==> src/rtl/uart_cmd_parser.sv <==
// Host UART framing to TPU write/read strobes, start pulse and response bytes.
// Latency: write strobe at last byte +1, response at +2; RD_UB response after UB_RD_LATENCY+2.
// Backpressure: tx_valid/tx_data hold until tx_ready; bytes arriving while busy are dropped with err_pulse.
module uart_cmd_parser #(
    parameter int TIMEOUT_CYCLES = 1_000_000,
    parameter int UB_RD_LATENCY  = 1
) (
    input  logic         clk,
    input  logic         rst_n,
    input  logic         rx_valid,
    input  logic [7:0]   rx_data,
    output logic         tx_valid,
    output logic [7:0]   tx_data,
    input  logic         tx_ready,
    output logic         ub_wr_en,
    output logic [7:0]   ub_wr_addr,
    output logic [255:0] ub_wr_data,
    output logic         ub_rd_en,
    output logic [7:0]   ub_rd_addr,
    input  logic [255:0] ub_rd_data,
    output logic         wt_wr_en,
    output logic [9:0]   wt_wr_addr,
    output logic [63:0]  wt_wr_data,
    output logic         instr_wr_en,
    output logic [4:0]   instr_wr_addr,
    output logic [31:0]  instr_wr_data,
    output logic         start_execution,
    input  logic [7:0]   status_in,
    output logic         err_pulse,
    output logic [7:0]   dbg_state,
    output logic [7:0]   dbg_cmd,
    output logic [15:0]  dbg_byte_count
);
    typedef enum logic [2:0] {
        S_IDLE = 3'd0, S_ADDR = 3'd1, S_DATA = 3'd2,
        S_EXEC = 3'd3, S_RD_WAIT = 3'd4, S_TX = 3'd5
    } state_t;

    localparam int TW = $clog2(TIMEOUT_CYCLES + 1);
    localparam int LW = (UB_RD_LATENCY > 0) ? $clog2(UB_RD_LATENCY + 1) : 1;

    state_t         state;
    logic [7:0]     cmd;
    logic [9:0]     addr_sr;
    logic [255:0]   data_sr;
    logic [255:0]   data_nxt;
    logic [5:0]     rem;
    logic [4:0]     idx;
    logic [TW-1:0]  idle_cnt;
    logic [LW-1:0]  lat_cnt;
    logic [255:0]   tx_buf;
    logic [5:0]     tx_rem;
    logic [15:0]    byte_cnt;

    // Final data byte is merged combinationally so the strobe sees the complete word.
    always_comb begin
        data_nxt = data_sr;
        data_nxt[{idx, 3'b000} +: 8] = rx_data;
    end

    assign tx_valid       = (state == S_TX);
    assign tx_data        = tx_buf[7:0];
    assign dbg_state      = {5'b00000, state};
    assign dbg_cmd        = cmd;
    assign dbg_byte_count = byte_cnt;

    always_ff @(posedge clk or negedge rst_n) begin
        if (!rst_n) begin
            state           <= S_IDLE;
            cmd             <= '0;
            addr_sr         <= '0;
            data_sr         <= '0;
            rem             <= '0;
            idx             <= '0;
            idle_cnt        <= '0;
            lat_cnt         <= '0;
            tx_buf          <= '0;
            tx_rem          <= '0;
            byte_cnt        <= '0;
            ub_wr_en        <= 1'b0;
            ub_wr_addr      <= '0;
            ub_wr_data      <= '0;
            ub_rd_en        <= 1'b0;
            ub_rd_addr      <= '0;
            wt_wr_en        <= 1'b0;
            wt_wr_addr      <= '0;
            wt_wr_data      <= '0;
            instr_wr_en     <= 1'b0;
            instr_wr_addr   <= '0;
            instr_wr_data   <= '0;
            start_execution <= 1'b0;
            err_pulse       <= 1'b0;
        end else begin
            ub_wr_en        <= 1'b0;
            ub_rd_en        <= 1'b0;
            wt_wr_en        <= 1'b0;
            instr_wr_en     <= 1'b0;
            start_execution <= 1'b0;
            err_pulse       <= 1'b0;

            if (rx_valid) begin
                byte_cnt <= byte_cnt + 16'd1;
                idle_cnt <= '0;
            end else if (state == S_ADDR || state == S_DATA) begin
                idle_cnt <= idle_cnt + TW'(1);
            end

            case (state)
                S_IDLE: if (rx_valid) begin
                    cmd <= rx_data;
                    idx <= '0;
                    case (rx_data)
                        8'h01, 8'h03, 8'h04: begin rem <= 6'd1; state <= S_ADDR; end
                        8'h02: begin rem <= 6'd2; state <= S_ADDR; end
                        8'h05: begin start_execution <= 1'b1; state <= S_EXEC; end
                        8'h06: begin tx_buf <= {248'd0, status_in}; tx_rem <= 6'd1; state <= S_TX; end
                        default: begin
                            tx_buf    <= 256'hEE;
                            tx_rem    <= 6'd1;
                            err_pulse <= 1'b1;
                            state     <= S_TX;
                        end
                    endcase
                end
                S_ADDR: if (rx_valid) begin
                    if (idx[0]) addr_sr[9:8] <= rx_data[1:0];
                    else        addr_sr[7:0] <= rx_data;
                    if (rem == 6'd1) begin
                        idx <= '0;
                        case (cmd)
                            8'h01: begin rem <= 6'd32; state <= S_DATA; end
                            8'h02: begin rem <= 6'd8;  state <= S_DATA; end
                            8'h03: begin rem <= 6'd4;  state <= S_DATA; end
                            default: begin
                                ub_rd_en   <= 1'b1;
                                ub_rd_addr <= rx_data;
                                lat_cnt    <= '0;
                                state      <= S_RD_WAIT;
                            end
                        endcase
                    end else begin
                        rem <= rem - 6'd1;
                        idx <= idx + 5'd1;
                    end
                end else if (idle_cnt == TW'(TIMEOUT_CYCLES - 1)) begin
                    err_pulse <= 1'b1;
                    state     <= S_IDLE;
                end
                S_DATA: if (rx_valid) begin
                    data_sr <= data_nxt;
                    if (rem == 6'd1) begin
                        state <= S_EXEC;
                        case (cmd)
                            8'h01: begin
                                ub_wr_en   <= 1'b1;
                                ub_wr_addr <= addr_sr[7:0];
                                ub_wr_data <= data_nxt;
                            end
                            8'h02: begin
                                wt_wr_en   <= 1'b1;
                                wt_wr_addr <= addr_sr;
                                wt_wr_data <= data_nxt[63:0];
                            end
                            default: begin
                                instr_wr_en   <= 1'b1;
                                instr_wr_addr <= addr_sr[4:0];
                                instr_wr_data <= data_nxt[31:0];
                            end
                        endcase
                    end else begin
                        rem <= rem - 6'd1;
                        idx <= idx + 5'd1;
                    end
                end else if (idle_cnt == TW'(TIMEOUT_CYCLES - 1)) begin
                    err_pulse <= 1'b1;
                    state     <= S_IDLE;
                end
                S_EXEC: begin
                    if (rx_valid) err_pulse <= 1'b1;
                    tx_buf <= 256'hAA;
                    tx_rem <= 6'd1;
                    state  <= S_TX;
                end
                S_RD_WAIT: begin
                    if (rx_valid) err_pulse <= 1'b1;
                    if (lat_cnt == LW'(UB_RD_LATENCY)) begin
                        tx_buf <= ub_rd_data;
                        tx_rem <= 6'd32;
                        state  <= S_TX;
                    end else begin
                        lat_cnt <= lat_cnt + LW'(1);
                    end
                end
                S_TX: begin
                    if (rx_valid) err_pulse <= 1'b1;
                    if (tx_ready) begin
                        if (tx_rem == 6'd1) begin
                            state <= S_IDLE;
                        end else begin
                            tx_buf <= tx_buf >> 8;
                            tx_rem <= tx_rem - 6'd1;
                        end
                    end
                end
                default: state <= S_IDLE;
            endcase
        end
    end
endmodule
==> config.mk <==
export PLATFORM = sky130hd
export DESIGN_NAME = uart_cmd_parser
export DESIGN_NICKNAME = d
export VERILOG_FILES = /design/src/rtl/uart_cmd_parser.sv
export SDC_FILE = /design/constraint.sdc
export NUM_CORES = 2
export LEC_CHECK = 0
export BUFFER_PORTS_ARGS = -buffer_cell sky130_fd_sc_hd__buf_2
export CORE_ASPECT_RATIO = 0.9
export CORE_MARGIN = 2
export CORE_UTILIZATION = 30
export DETAILED_ROUTE_END_ITERATION = 7
export GPL_TIMING_DRIVEN = 0
export SETUP_SLACK_MARGIN = 0.4
export SYNTH_ARGS = -nofsm -noshare
export SYNTH_HDL_FRONTEND = slang
export SYNTH_SLANG_ARGS = --single-unit
export TNS_END_PERCENT = 20
==> constraint.sdc <==
create_clock -name clk -period 10.2 [get_ports clk]
set_clock_uncertainty 0.2 [all_clocks]
set_input_delay 2.55 -clock clk [delete_from_list [all_inputs] [get_ports clk]]
set_output_delay 2.55 -clock clk [all_outputs]
set_load 0.02 [all_outputs]
==> results.py <==
metrics = {
    "clocking": {
        "cts_resized": 0,
        "htreeDepth": 3,
        "postCtsSetupRepairBufs": 0,
        "clk_latency_ns": 0.75,
        "cts_buffers": 105,
        "path_clk_slew_ns": 0.06,
        "clockBufferDepth": 3,
        "cts_root_buffer": "clkbuf_16",
        "hold_buffers": 0,
        "cts_num_sinks": 976,
        "cts_tree": "yes",
    },
    "logic_synthesis": {
        "netlist.area_leader.share_pct": 57.9,
        "ys_ff_latch": 976,
        "synth_edf_count": 0,
        "ys_warn_count": 0,
        "ys_seq_area_share_pct": 57.9,
        "avgSynthCellArea_um2": 11.0,
        "synth_ff_type": "dfrtp_1",
        "ys_async_sr_fraction_pct": 100,
        "synth_area_leader_cell": "dfrtp_1",
        "synth_area_um2": 42200,
        "synth_area_leaders": "dfrtp_1 58%, mux2_2 8.5%, o21ai_0 7.1%, mux2i_1 6.5%, nand2_1 5.6%",
        "syn_inst": 3827,
        "ys_types": 71,
    },
    "route": {
        "firstDrtPassIters": 5,
        "drc": 0,
        "avgRoutedWirePerCell_um": 23.6,
        "route.antenna.remaining_nets": 0,
        "drt-initial-drc-count": 2273,
        "viasPerCell": 5.04,
        "wirelength_um": 156000,
        "via_count": 33300,
    },
    "worst_setup_path": {
        "worst_setup_path_start_kind": "primary input",
        "reg2reg_depth": 9,
        "rr_startpoint": "idx[0]",
        "crit_path_end_kind": "flop",
        "r2r-end": "instr_wr_data[21]",
        "crit_fanout": 10,
        "critical_path_required_ns": 10.58,
        "crit_arrival_ns": 6.46,
        "crit_type": "primary input to flop",
        "r2r_setup_slack_ns": 5.05,
    },
    "global_route": {
        "grt_pass1_wl_um": 227000,
        "grt.total_usage_pct": 21.3,
        "antenna_found_initial": 68,
        "grt_max_degree": 125,
        "grt_pass1_vias": 33500,
        "grt_overflow_total": 0,
    },
    "job": {
        "maxCapViolCount": 0,
    },
    "pwr": {
        "p_leak_nw": 24.3,
        "peakVddDrop_v": 0.000160,
        "pwr_density_cell_nw_per_um2": 244,
    },
    "floorplanning": {
        "initial_core_util_pct": 30.2,
        "num_rows": 130,
        "fp.coreArea_um2": 140000,
        "die_h_um": 360,
        "boundaryPins": 706,
        "dieWidth_um": 399,
        "dieArea_um2": 144000,
    },
    "min_path": {
        "whs_endpoint": "dbg_byte_count[15]",
        "holdPathStages": 1,
        "hold_path_class": "flop to flop",
        "hold_path.startpoint": "dbg_byte_count[15]",
    },
    "sta": {
        "whs_ns": 0.265,
        "worst_pin_slew_ns": 1.40,
        "layout_worst_path_cycle_share_pct": 59.7,
        "report.final.slew_viol_count": 0,
        "setup_violations": 0,
        "setup_tns_ns": 0,
        "finalHoldViolCount": 0,
        "max_freq_mhz": 164,
        "timing.slew.headroom_pct": 6.35,
        "period_minus_slack_ns": 6.09,
        "rsz0062_at_grt": "false",
    },
    "final_layout": {
        "final_cell_count_no_fill": 6605,
        "drive_above_1_share_pct": 27.6,
        "final_nets": 4933,
        "utilization_pct": 37.3,
        "fin_area_um2": 52100,
        "synthToLayoutAreaGrowth_pct": 23.4,
    },
    "placement": {
        "placed_area_um2": 48300,
        "placed_cells": 6385,
        "port_buffers": 695,
        "dp_hpwl_um": 116000,
        "gp_congestion": 0.872,
    },
    "outcome": {
        "status": "complete, no violations",
    },
}
report_power, final:
part           switching, W  total, W  internal [W]
clock network       0.00169   0.00404       0.00235
registers          0.000341   0.00474       0.00439
logic               0.00279   0.00391       0.00111
total               0.00483    0.0127       0.00785
worst max-delay path, stage by stage:
cell      delay [ns]
clkbuf_1        0.52
nor3_1          1.01
nand4_1         0.32
o221ai_1        0.31
clkbuf_1        0.57
buf_1           0.57
clkbuf_1        0.40
o21ai_0         0.18
layout by cell type, fill, tap and decap left out, types with 10 or more instances in the layout:
cell | Yosys | routed
xnor2_1 | 18 | 18
clkbuf_8 | 0 | 28
and3_1 | 42 | 42
a21oi_1 | 11 | 11
nand2_1 | 631 | 631
and2_1 | 27 | 27
nor3_1 | 14 | 13
nand3_1 | 41 | 41
a22oi_1 | 242 | 242
buf_16 | 0 | 10
o21ai_0 | 600 | 600
xor2_1 | 19 | 19
nor2b_1 | 12 | 12
diode_2 | 0 | 22
inv_1 | 38 | 38
buf_4 | 14 | 14
clkbuf_1 | 262 | 276
clkinv_2 | 0 | 13
mux2i_1 | 272 | 272
ha_1 | 11 | 11
nand4_1 | 13 | 13
buf_2 | 28 | 723
mux2_2 | 320 | 320
clkbuf_16 | 0 | 107
nor2_1 | 81 | 81
clkbuf_2 | 2 | 11
a21oi_2 | 22 | 22
dfrtp_1 | 976 | 976
cells by family (layout without fill, tap and decap cells):
kind of cell	Yosys count	count (layout)	share of synthesized area (%)
flip-flops	976	976	57.9
AND/OR/NAND/NOR	930	930	9.64
AO/OA/AOI/OAI	924	924	13.0
multiplexers	593	593	15.0
buffers and inverters	355	1259	3.39
XOR/XNOR	37	37	0.768
adder cells (fa/ha/maj)	11	11	0.326
other	1	27	0.00888
layer usage:
metal	share of wire, %	wire length [um]	track usage, %
met5	0.25	385	0
met1	42	64800	26.9
met4	3.2	4960	6.84
met2	48	74200	35.1
met3	7.5	11700	6.03
per-stage QoR:
stage / power [W] / worst slack [ns]
2_1_floorplan: 0.00716 / 5.51
3_3_place_gp: 0.00861 / -15.43
3_5_place_dp: 0.00870 / 3.52
4_1_cts: 0.0128 / 4.28
5_1_grt: 0.0134 / 4.05
6_report: 0.0127 / 4.11
area by class of cell:
| cell class | count | area [um2] |
|---|---|---|
| plain buffers | 316 | 1290 |
| well taps | 1848 | 2310 |
| fillers | 14100 | 87500 |
| inverters | 39 | 146 |
| clock inverters | 38 | 519 |
| repair buffers | 708 | 3790 |
| flip-flops and latches | 976 | 24400 |
| clock buffers | 158 | 3150 |
| diodes | 22 | 55.1 |
| multi-input cells | 2500 | 16400 |
how the worst max path moves through the flow:
stage | cells after the start | from | to
floorplan | 8 | rx_data[3] | tx_buf[100]
global placement | 1 | rst_n | tx_buf[205]
detailed placement | 8 | rx_data[3] | tx_buf[189]
CTS | 8 | rx_data[3] | tx_buf[182]
global route | 8 | rx_data[3] | tx_buf[179]
finish | 8 | rx_data[3] | tx_buf[182]
synthesized netlist by cell type (all sizes together), types with 28 or more instances:
cell	instances
a21oi	33
a22oi	242
and2	28
and3	42
buf	52
clkbuf	264
dfrtp	976
inv	39
mux2	321
mux2i	272
nand2	631
nand3	42
nor2	84
o21ai	603
state kept, by name, indices dropped and copies added, names as in the netlist, 3 cells and up:
signal,count
wt_wr_addr,10
idle_cnt,20
state,3
instr_wr_data,32
ub_wr_addr,8
dbg_cmd,8
dbg_byte_count,16
ub_rd_addr,8
data_sr,256
tx_rem,6
idx,5
tx_buf,256
rem,6
wt_wr_data,64
instr_wr_addr,5
addr_sr,10
ub_wr_data,256
No activity file was read; power rests on OpenSTA's default activity.
